[src/rtl/serial_add_ctrl_pkg.sv]
// Shared constants for the bit-serial adder controller: state encodings,
// default operand width and the counter width helper.
package serial_add_ctrl_pkg;

  localparam int unsigned DEFAULT_WIDTH = 8;

  localparam logic [1:0] ST_IDLE = 2'd0;
  localparam logic [1:0] ST_RUN  = 2'd1;
  localparam logic [1:0] ST_DONE = 2'd2;

  // Bit-position counter must hold 0..WIDTH
  function automatic int unsigned cnt_width(input int unsigned w);
    return $clog2(w + 1);
  endfunction

endpackage

[src/rtl/serial_add_ctrl_if.sv]
// Start/done handshake and operand/result bus of serial_add_ctrl.
// SUB exists only when SERIAL_ADD_SUB_EN is defined.
interface serial_add_ctrl_if
  import serial_add_ctrl_pkg::*;
#(
  parameter int unsigned WIDTH = DEFAULT_WIDTH
) ();

  logic             start;
  logic [WIDTH-1:0] A;
  logic [WIDTH-1:0] B;
  logic             Cin;
`ifdef SERIAL_ADD_SUB_EN
  logic             SUB;
`endif
  logic             busy;
  logic             done;
  logic [WIDTH-1:0] SUM;
  logic             Cout;

`ifdef SERIAL_ADD_SUB_EN
  modport master (output start, A, B, Cin, SUB, input busy, done, SUM, Cout);
  modport slave  (input start, A, B, Cin, SUB, output busy, done, SUM, Cout);
`else
  modport master (output start, A, B, Cin, input busy, done, SUM, Cout);
  modport slave  (input start, A, B, Cin, output busy, done, SUM, Cout);
`endif

endinterface

[src/rtl/serial_add_ctrl_full_adder.sv]
// 1-bit full adder cell shared across all bit positions.
module full_adder (
  input  logic A,
  input  logic B,
  input  logic Cin,
  output logic SUM,
  output logic Cout
);

  assign SUM  = A ^ B ^ Cin;
  assign Cout = (A & B) | (Cin & (A ^ B));

endmodule

[src/rtl/serial_add_ctrl.sv]
// Bit-serial adder controller: one full_adder cell is stepped over WIDTH
// cycles, LSB first, with the carry held in a flip-flop between bits.
// Optional feature macro: SERIAL_ADD_SUB_EN (adds SUB, A-B via ~B + 1).
module serial_add_ctrl
  import serial_add_ctrl_pkg::*;
#(
  parameter int unsigned WIDTH = DEFAULT_WIDTH
) (
  input  logic             clk,
  input  logic             rst_n,
  serial_add_ctrl_if.slave io_bus
);

  localparam int unsigned    CW       = cnt_width(WIDTH);
  localparam logic [CW-1:0] LAST_CNT = CW'(WIDTH - 1);

  logic [1:0]       r_state;
  logic             r_busy;
  logic             r_done;
  logic [WIDTH-1:0] r_a_sh;
  logic [WIDTH-1:0] r_b_sh;
  logic [WIDTH-1:0] r_sum_sh;
  logic             r_carry;
  logic [CW-1:0]    r_cnt;
  logic [WIDTH-1:0] r_sum;
  logic             r_cout;

  logic [1:0]       w_state_nxt;
  logic             w_busy_nxt;
  logic             w_done_nxt;
  logic             w_accept;
  logic             w_step;
  logic             w_last;
  logic             w_fa_sum;
  logic             w_fa_cout;
  logic [WIDTH-1:0] w_b_load;
  logic             w_carry_load;
  logic [WIDTH-1:0] w_sum_shift;

  // Shared bit cell
  full_adder u_fa (
    .A    (r_a_sh[0]),
    .B    (r_b_sh[0]),
    .Cin  (r_carry),
    .SUM  (w_fa_sum),
    .Cout (w_fa_cout)
  );

`ifdef SERIAL_ADD_SUB_EN
  // Subtract as A + ~B + 1; Cin is ignored when SUB is set
  assign w_b_load     = io_bus.SUB ? ~io_bus.B : io_bus.B;
  assign w_carry_load = io_bus.SUB | io_bus.Cin;
`else
  assign w_b_load     = io_bus.B;
  assign w_carry_load = io_bus.Cin;
`endif

  // New sum bit enters at the MSB; after WIDTH steps the register holds the result
  assign w_sum_shift = WIDTH'({w_fa_sum, r_sum_sh} >> 1);

  // Next-state and registered-output decode; encoding 2'd3 behaves as IDLE
  always_comb begin
    w_state_nxt = ST_IDLE;
    w_accept    = 1'b0;
    w_step      = 1'b0;
    w_last      = 1'b0;
    case (r_state)
      ST_RUN: begin
        w_step      = 1'b1;
        w_last      = (r_cnt == LAST_CNT);
        w_state_nxt = w_last ? ST_DONE : ST_RUN;
      end
      ST_DONE: begin
        // The edge leaving DONE is the IDLE sampling edge, so a held start
        // re-accepts there and throughput is one operation per WIDTH+1 cycles
        w_accept    = io_bus.start;
        w_state_nxt = io_bus.start ? ST_RUN : ST_IDLE;
      end
      default: begin
        w_accept    = io_bus.start;
        w_state_nxt = io_bus.start ? ST_RUN : ST_IDLE;
      end
    endcase
    w_busy_nxt = (w_state_nxt == ST_RUN);
    w_done_nxt = (w_state_nxt == ST_DONE);
  end

  // State register and registered handshake outputs
  always_ff @(posedge clk or negedge rst_n) begin
    if (!rst_n) begin
      r_state <= ST_IDLE;
      r_busy  <= 1'b0;
      r_done  <= 1'b0;
    end else begin
      r_state <= w_state_nxt;
      r_busy  <= w_busy_nxt;
      r_done  <= w_done_nxt;
    end
  end

  // Operand capture, serial stepping and result registers
  always_ff @(posedge clk or negedge rst_n) begin
    if (!rst_n) begin
      r_a_sh   <= '0;
      r_b_sh   <= '0;
      r_sum_sh <= '0;
      r_carry  <= 1'b0;
      r_cnt    <= '0;
      r_sum    <= '0;
      r_cout   <= 1'b0;
    end else if (w_accept) begin
      r_a_sh  <= io_bus.A;
      r_b_sh  <= w_b_load;
      r_carry <= w_carry_load;
      r_cnt   <= '0;
    end else if (w_step) begin
      r_carry  <= w_fa_cout;
      r_sum_sh <= w_sum_shift;
      r_a_sh   <= r_a_sh >> 1;
      r_b_sh   <= r_b_sh >> 1;
      r_cnt    <= r_cnt + CW'(1);
      if (w_last) begin
        r_sum  <= w_sum_shift;
        r_cout <= w_fa_cout;
      end
    end
  end

  assign io_bus.busy = r_busy;
  assign io_bus.done = r_done;
  assign io_bus.SUM  = r_sum;
  assign io_bus.Cout = r_cout;

endmodule

[src/flat_wrapper.sv]
// flat-port wrapper written by rule: the top's interface ports become plain ports
module serial_add_ctrl_flat import serial_add_ctrl_pkg::*;
#(
  parameter int unsigned WIDTH = DEFAULT_WIDTH
)
  (clk, rst_n, io_bus_start, io_bus_A, io_bus_B, io_bus_Cin, io_bus_busy, io_bus_done, io_bus_SUM, io_bus_Cout);
  serial_add_ctrl_if #(.WIDTH(WIDTH)) io_bus_i ();
  input  logic clk;
  input  logic rst_n;
  input wire logic [$bits(io_bus_i.start)-1:0] io_bus_start;
  input wire logic [$bits(io_bus_i.A)-1:0] io_bus_A;
  input wire logic [$bits(io_bus_i.B)-1:0] io_bus_B;
  input wire logic [$bits(io_bus_i.Cin)-1:0] io_bus_Cin;
  output wire logic [$bits(io_bus_i.busy)-1:0] io_bus_busy;
  output wire logic [$bits(io_bus_i.done)-1:0] io_bus_done;
  output wire logic [$bits(io_bus_i.SUM)-1:0] io_bus_SUM;
  output wire logic [$bits(io_bus_i.Cout)-1:0] io_bus_Cout;
  assign io_bus_i.start = io_bus_start;
  assign io_bus_i.A = io_bus_A;
  assign io_bus_i.B = io_bus_B;
  assign io_bus_i.Cin = io_bus_Cin;
  assign io_bus_busy = io_bus_i.busy;
  assign io_bus_done = io_bus_i.done;
  assign io_bus_SUM = io_bus_i.SUM;
  assign io_bus_Cout = io_bus_i.Cout;
  serial_add_ctrl #(.WIDTH(WIDTH)) u_core (.clk(clk), .rst_n(rst_n), .io_bus(io_bus_i));
endmodule
[config.mk]
export PLATFORM = sky130hd
export DESIGN_NAME = serial_add_ctrl_flat
export DESIGN_NICKNAME = d
export VERILOG_FILES = /design/src/rtl/serial_add_ctrl_pkg.sv /design/src/rtl/serial_add_ctrl_if.sv /design/src/rtl/serial_add_ctrl_full_adder.sv /design/src/rtl/serial_add_ctrl.sv /design/src/flat_wrapper.sv
export SDC_FILE = /design/constraint.sdc
export NUM_CORES = 1
export LEC_CHECK = 0
export ABC_CLOCK_PERIOD_IN_PS = 2720
export CAP_MARGIN = 20
export CORE_ASPECT_RATIO = 1.1
export CORE_MARGIN = 2
export CORE_UTILIZATION = 40
export CTS_BUF_LIST = sky130_fd_sc_hd__clkbuf_16
export DETAILED_ROUTE_END_ITERATION = 12
export PLACE_DENSITY = 0.6
export SYNTH_ARGS = -nofsm -noshare
export SYNTH_HDL_FRONTEND = slang
export SYNTH_HIERARCHICAL = 1
export SYNTH_SLANG_ARGS = --single-unit
[constraint.sdc]
create_clock -name clk -period 2.72 [get_ports clk]
set_clock_uncertainty 0.2 [all_clocks]
set_input_delay 0.68 -clock clk [delete_from_list [all_inputs] [get_ports clk]]
set_output_delay 0.68 -clock clk [all_outputs]
set_load 0.05 [all_outputs]
==> reports/qor.csv <==
stage;metric;value;unit
clock_tree;clock_latency;280;ps
setup_path;rrSetupSlack;1050;ps
floorplan;io_pins;31;
routing;ant_nets;0;
finish;layout-drive-gt1-share;0.172;
setup_path;crit_slowest_cell;clkdlybuf4s50_1;
global_routing;antenna_found_initial;0;
yosys;synth_ff_type;dfrtp_1;
clock_tree;post_cts_resized;0;
clock_tree;cts_tree;yes;
finish;syn_to_final_growth;26.1;%
clock_tree;cts.clk_slew.worst_paths;50;ps
timing;fin_tns_setup;0;ps
floorplan;dieWidth;66.8;um
yosys;yosysTopAreaCellShare;0.576;
yosys;avgSynthCellArea;13.3;um^2
yosys;yosysTopAreaCell;dfrtp_1;
setup_path;cp-start-kind;flip-flop;
global_routing;grt_overflow;0;
power_and_ir_drop;p_sw;941;uW
finish;fin_area;2190;um^2
finish;diodes;0;
timing;whs;280;ps
timing;tightest_slew;869;ps
placed_design;placed_cell_area;2060;um^2
clock_tree;clock-sinks;40;
timing;rsz0062_at_grt;false;
setup_path;r2r-start;u_core/r_cnt[0];
routing;drc;0;
timing;finalHoldViolCount;0;
placed_design;pre_cts_ws;556;ps
yosys;synthesis.nets;153;
clock_tree;cts_buffer_depth;2;
yosys;synth_commonest_cells;40 x dfrtp_1, 18 x mux2i_1, 17 x nand2_1;
floorplan;start_util;0.412;
yosys;synthArstFlopShare;1.00;
routing;vias;1053;
power_and_ir_drop;clockPowerShare;0.204;
yosys;yosysMostFrequentCell;dfrtp_1;
floorplan;core;4220;um^2
setup_path;cp_max_fo;2;
yosys;synth-simple-area-share;0.0778;
clock_tree;ctsHoldBuffers;0;
placed_design;port_buffers;30;
yosys;synth_compound_area_frac;0.0504;
timing;setup_viol;0;
worst_hold_path;hold_class;flip-flop to flip-flop;
yosys;synthCells;131;
power_and_ir_drop;p_sw_frac;0.358;
yosys;synthMuxAreaShare;0.238;
yosys;synth_cell_types;21;
timing;relSlewSlack;0.421;
timing;setup_slack;399;ps
clock_tree;htree_levels;2;
power_and_ir_drop;pwr-share-comb;0.409;
placed_design;gp_congestion;0.697;
yosys;yosysSeqAreaShare;0.576;
setup_path;path_delay_family;buffers and inverters;
power_and_ir_drop;internal_power;1680;uW
global_routing;grt_pass1_wl;4840;um
timing;fmax;0.431;GHz
floorplan;dieHeight;73.1;um
timing;finalMaxSlewViolations;0;
power_and_ir_drop;ir_drop;0.542;mV
global_routing;grt_pass1_vias;1080;
global_routing;grt_usage;0.133;
setup_path;r2r_end;u_core/io_bus.SUM[7];
finish;instances_no_fill;217;
yosys;synth_xor_area_frac;0.00504;
floorplan;rows;25;
floorplan;die-area;4890;um^2
setup_path;cp.depth;1;
yosys;synth_fa_ha_area_frac;0.0187;
setup_path;crit_type;flip-flop to output pin;
routing;drt-total-wl;2810;um
timing;min_period_over_period;0.853;
setup_path;worstPathCellList;clkdlybuf4s50_1;
setup_path;worst_path_largest_cell_delay;820;ps
clock_tree;root_buffer;clkbuf_16;
setup_path;crit_path_end_kind;output pin;
yosys;synthesis.area;1740;um^2
power_and_ir_drop;power_density;1200;nW/um^2
status;status;finished clean;
timing;period_minus_slack;2320;ps
yosys;yosys_warnings;6;
finish;nets;184;
routing;viasPerCell;4.85;
job;maxCapViolations;0;
power_and_ir_drop;seqPwrFrac;0.387;
setup_path;critPathRequiredTime;1840;ps
routing;wl_per_cell;13.0;um
yosys;synth_edf_count;0;
setup_path;endpoint;io_bus_SUM[6];
routing;drt-pass1-iter-count;4;
yosys;synth_top_family_by_area;multiplexers;
clock_tree;numCtsBuffers;5;
routing;drt_iter0_drc;46;
setup_path;startpoint;u_core/io_bus.SUM[6];
finish;num-fill-cells;394;
power_and_ir_drop;p_leak;0.00102;uW
global_routing;grt_max_degree;49;
setup_path;crit_buf_inv;1;
yosys;synth_top_cells_by_area;dfrtp_1 58%, mux2i_1 10%, mux2_4 6.9%, mux2_2 6.5%, o21ai_0 4.6%;
clock_tree;cts_setup_buffers;0;
yosys;ys_ff_latch;40;
placed_design;post-place-cells;209;
setup_path;arrival;1440;ps
placed_design;post-dp-hpwl;1900;um
setup_path;r2r_cells;3;
## kinds of logic after synthesis
family	Yosys count
adder cells (fa/ha/maj)	2
XOR/XNOR	1
AND/OR/NAND/NOR	27
buffers and inverters	8
flip-flops	40
multiplexers	36
AO/OA/AOI/OAI	17
## registers in the layout, summed over array words and instances (netlist names)
signal,flops
u_core/r_cnt,4
u_core/io_bus.busy,1
u_core/r_carry,1
u_core/io_bus.SUM,8
u_core/r_sum_sh,7
u_core/io_bus.done,1
u_core/r_a_sh,8
u_core/r_b_sh,8
u_core/r_state,1
u_core/io_bus.Cout,1
## final cells by class
cell class	count	area, um^2	share of cell area
clock buffers	5	125	0.0571
clock inverters	3	11.3	0.00514
multi-input cells	83	677	0.309
flip-flops and latches	40	1000	0.457
well taps	54	67.6	0.0308
repair buffers	32	310	0.142
## worst min path at each step
stage | startpoint | to | slack (ps) | cells past startpoint
after floorplan | rst_n | u_core/io_bus.Cout | 180 | 0
after global placement | u_core/r_b_sh[2] | u_core/r_b_sh[1] | 260 | 2
after detailed placement | u_core/r_b_sh[4] | u_core/r_b_sh[3] | 270 | 2
after CTS | u_core/r_b_sh[2] | u_core/r_b_sh[1] | 280 | 2
after global routing | u_core/r_b_sh[3] | u_core/r_b_sh[2] | 320 | 2
final | u_core/r_b_sh[2] | u_core/r_b_sh[1] | 280 | 2
## power by group through the flow
stage / clock network [uW] / logic (uW) / registers, uW
2_1_floorplan: 0 / 604 / 1240
3_3_place_gp: 0 / 1060 / 1020
3_5_place_dp: 0 / 1090 / 1030
4_1_cts: 553 / 1090 / 1020
5_1_grt: 571 / 1170 / 1060
6_report: 535 / 1070 / 1020
## placed cells by master (no fill, tap or decap), types with 2 or more instances in the layout
master | Yosys | final
nor2_1 | 4 | 4
clkdlybuf4s50_1 | 0 | 29
buf_4 | 0 | 2
mux2_2 | 10 | 10
mux2_4 | 8 | 8
inv_1 | 0 | 2
clkbuf_16 | 0 | 5
nand2_1 | 17 | 17
dfrtp_1 | 40 | 40
mux2i_1 | 18 | 18
o21ai_0 | 16 | 16
## metrics by stage
stage                      util  total power [uW]
after global placement    0.487              2080
after detailed placement  0.487              2120
after global routing      0.519              2800
after floorplan               -              1850
final                     0.519              2630
after CTS                 0.519              2670
## layer usage
metal,global-route usage,vias to the layer above,share of wire
met5,0,-,0
met3,0.0401,7,0.063
met1,0.164,507,0.44
met2,0.213,28,0.48
li1,-,511,-
met4,0.0612,0,0.018
(Power assumes the default switching activity.)
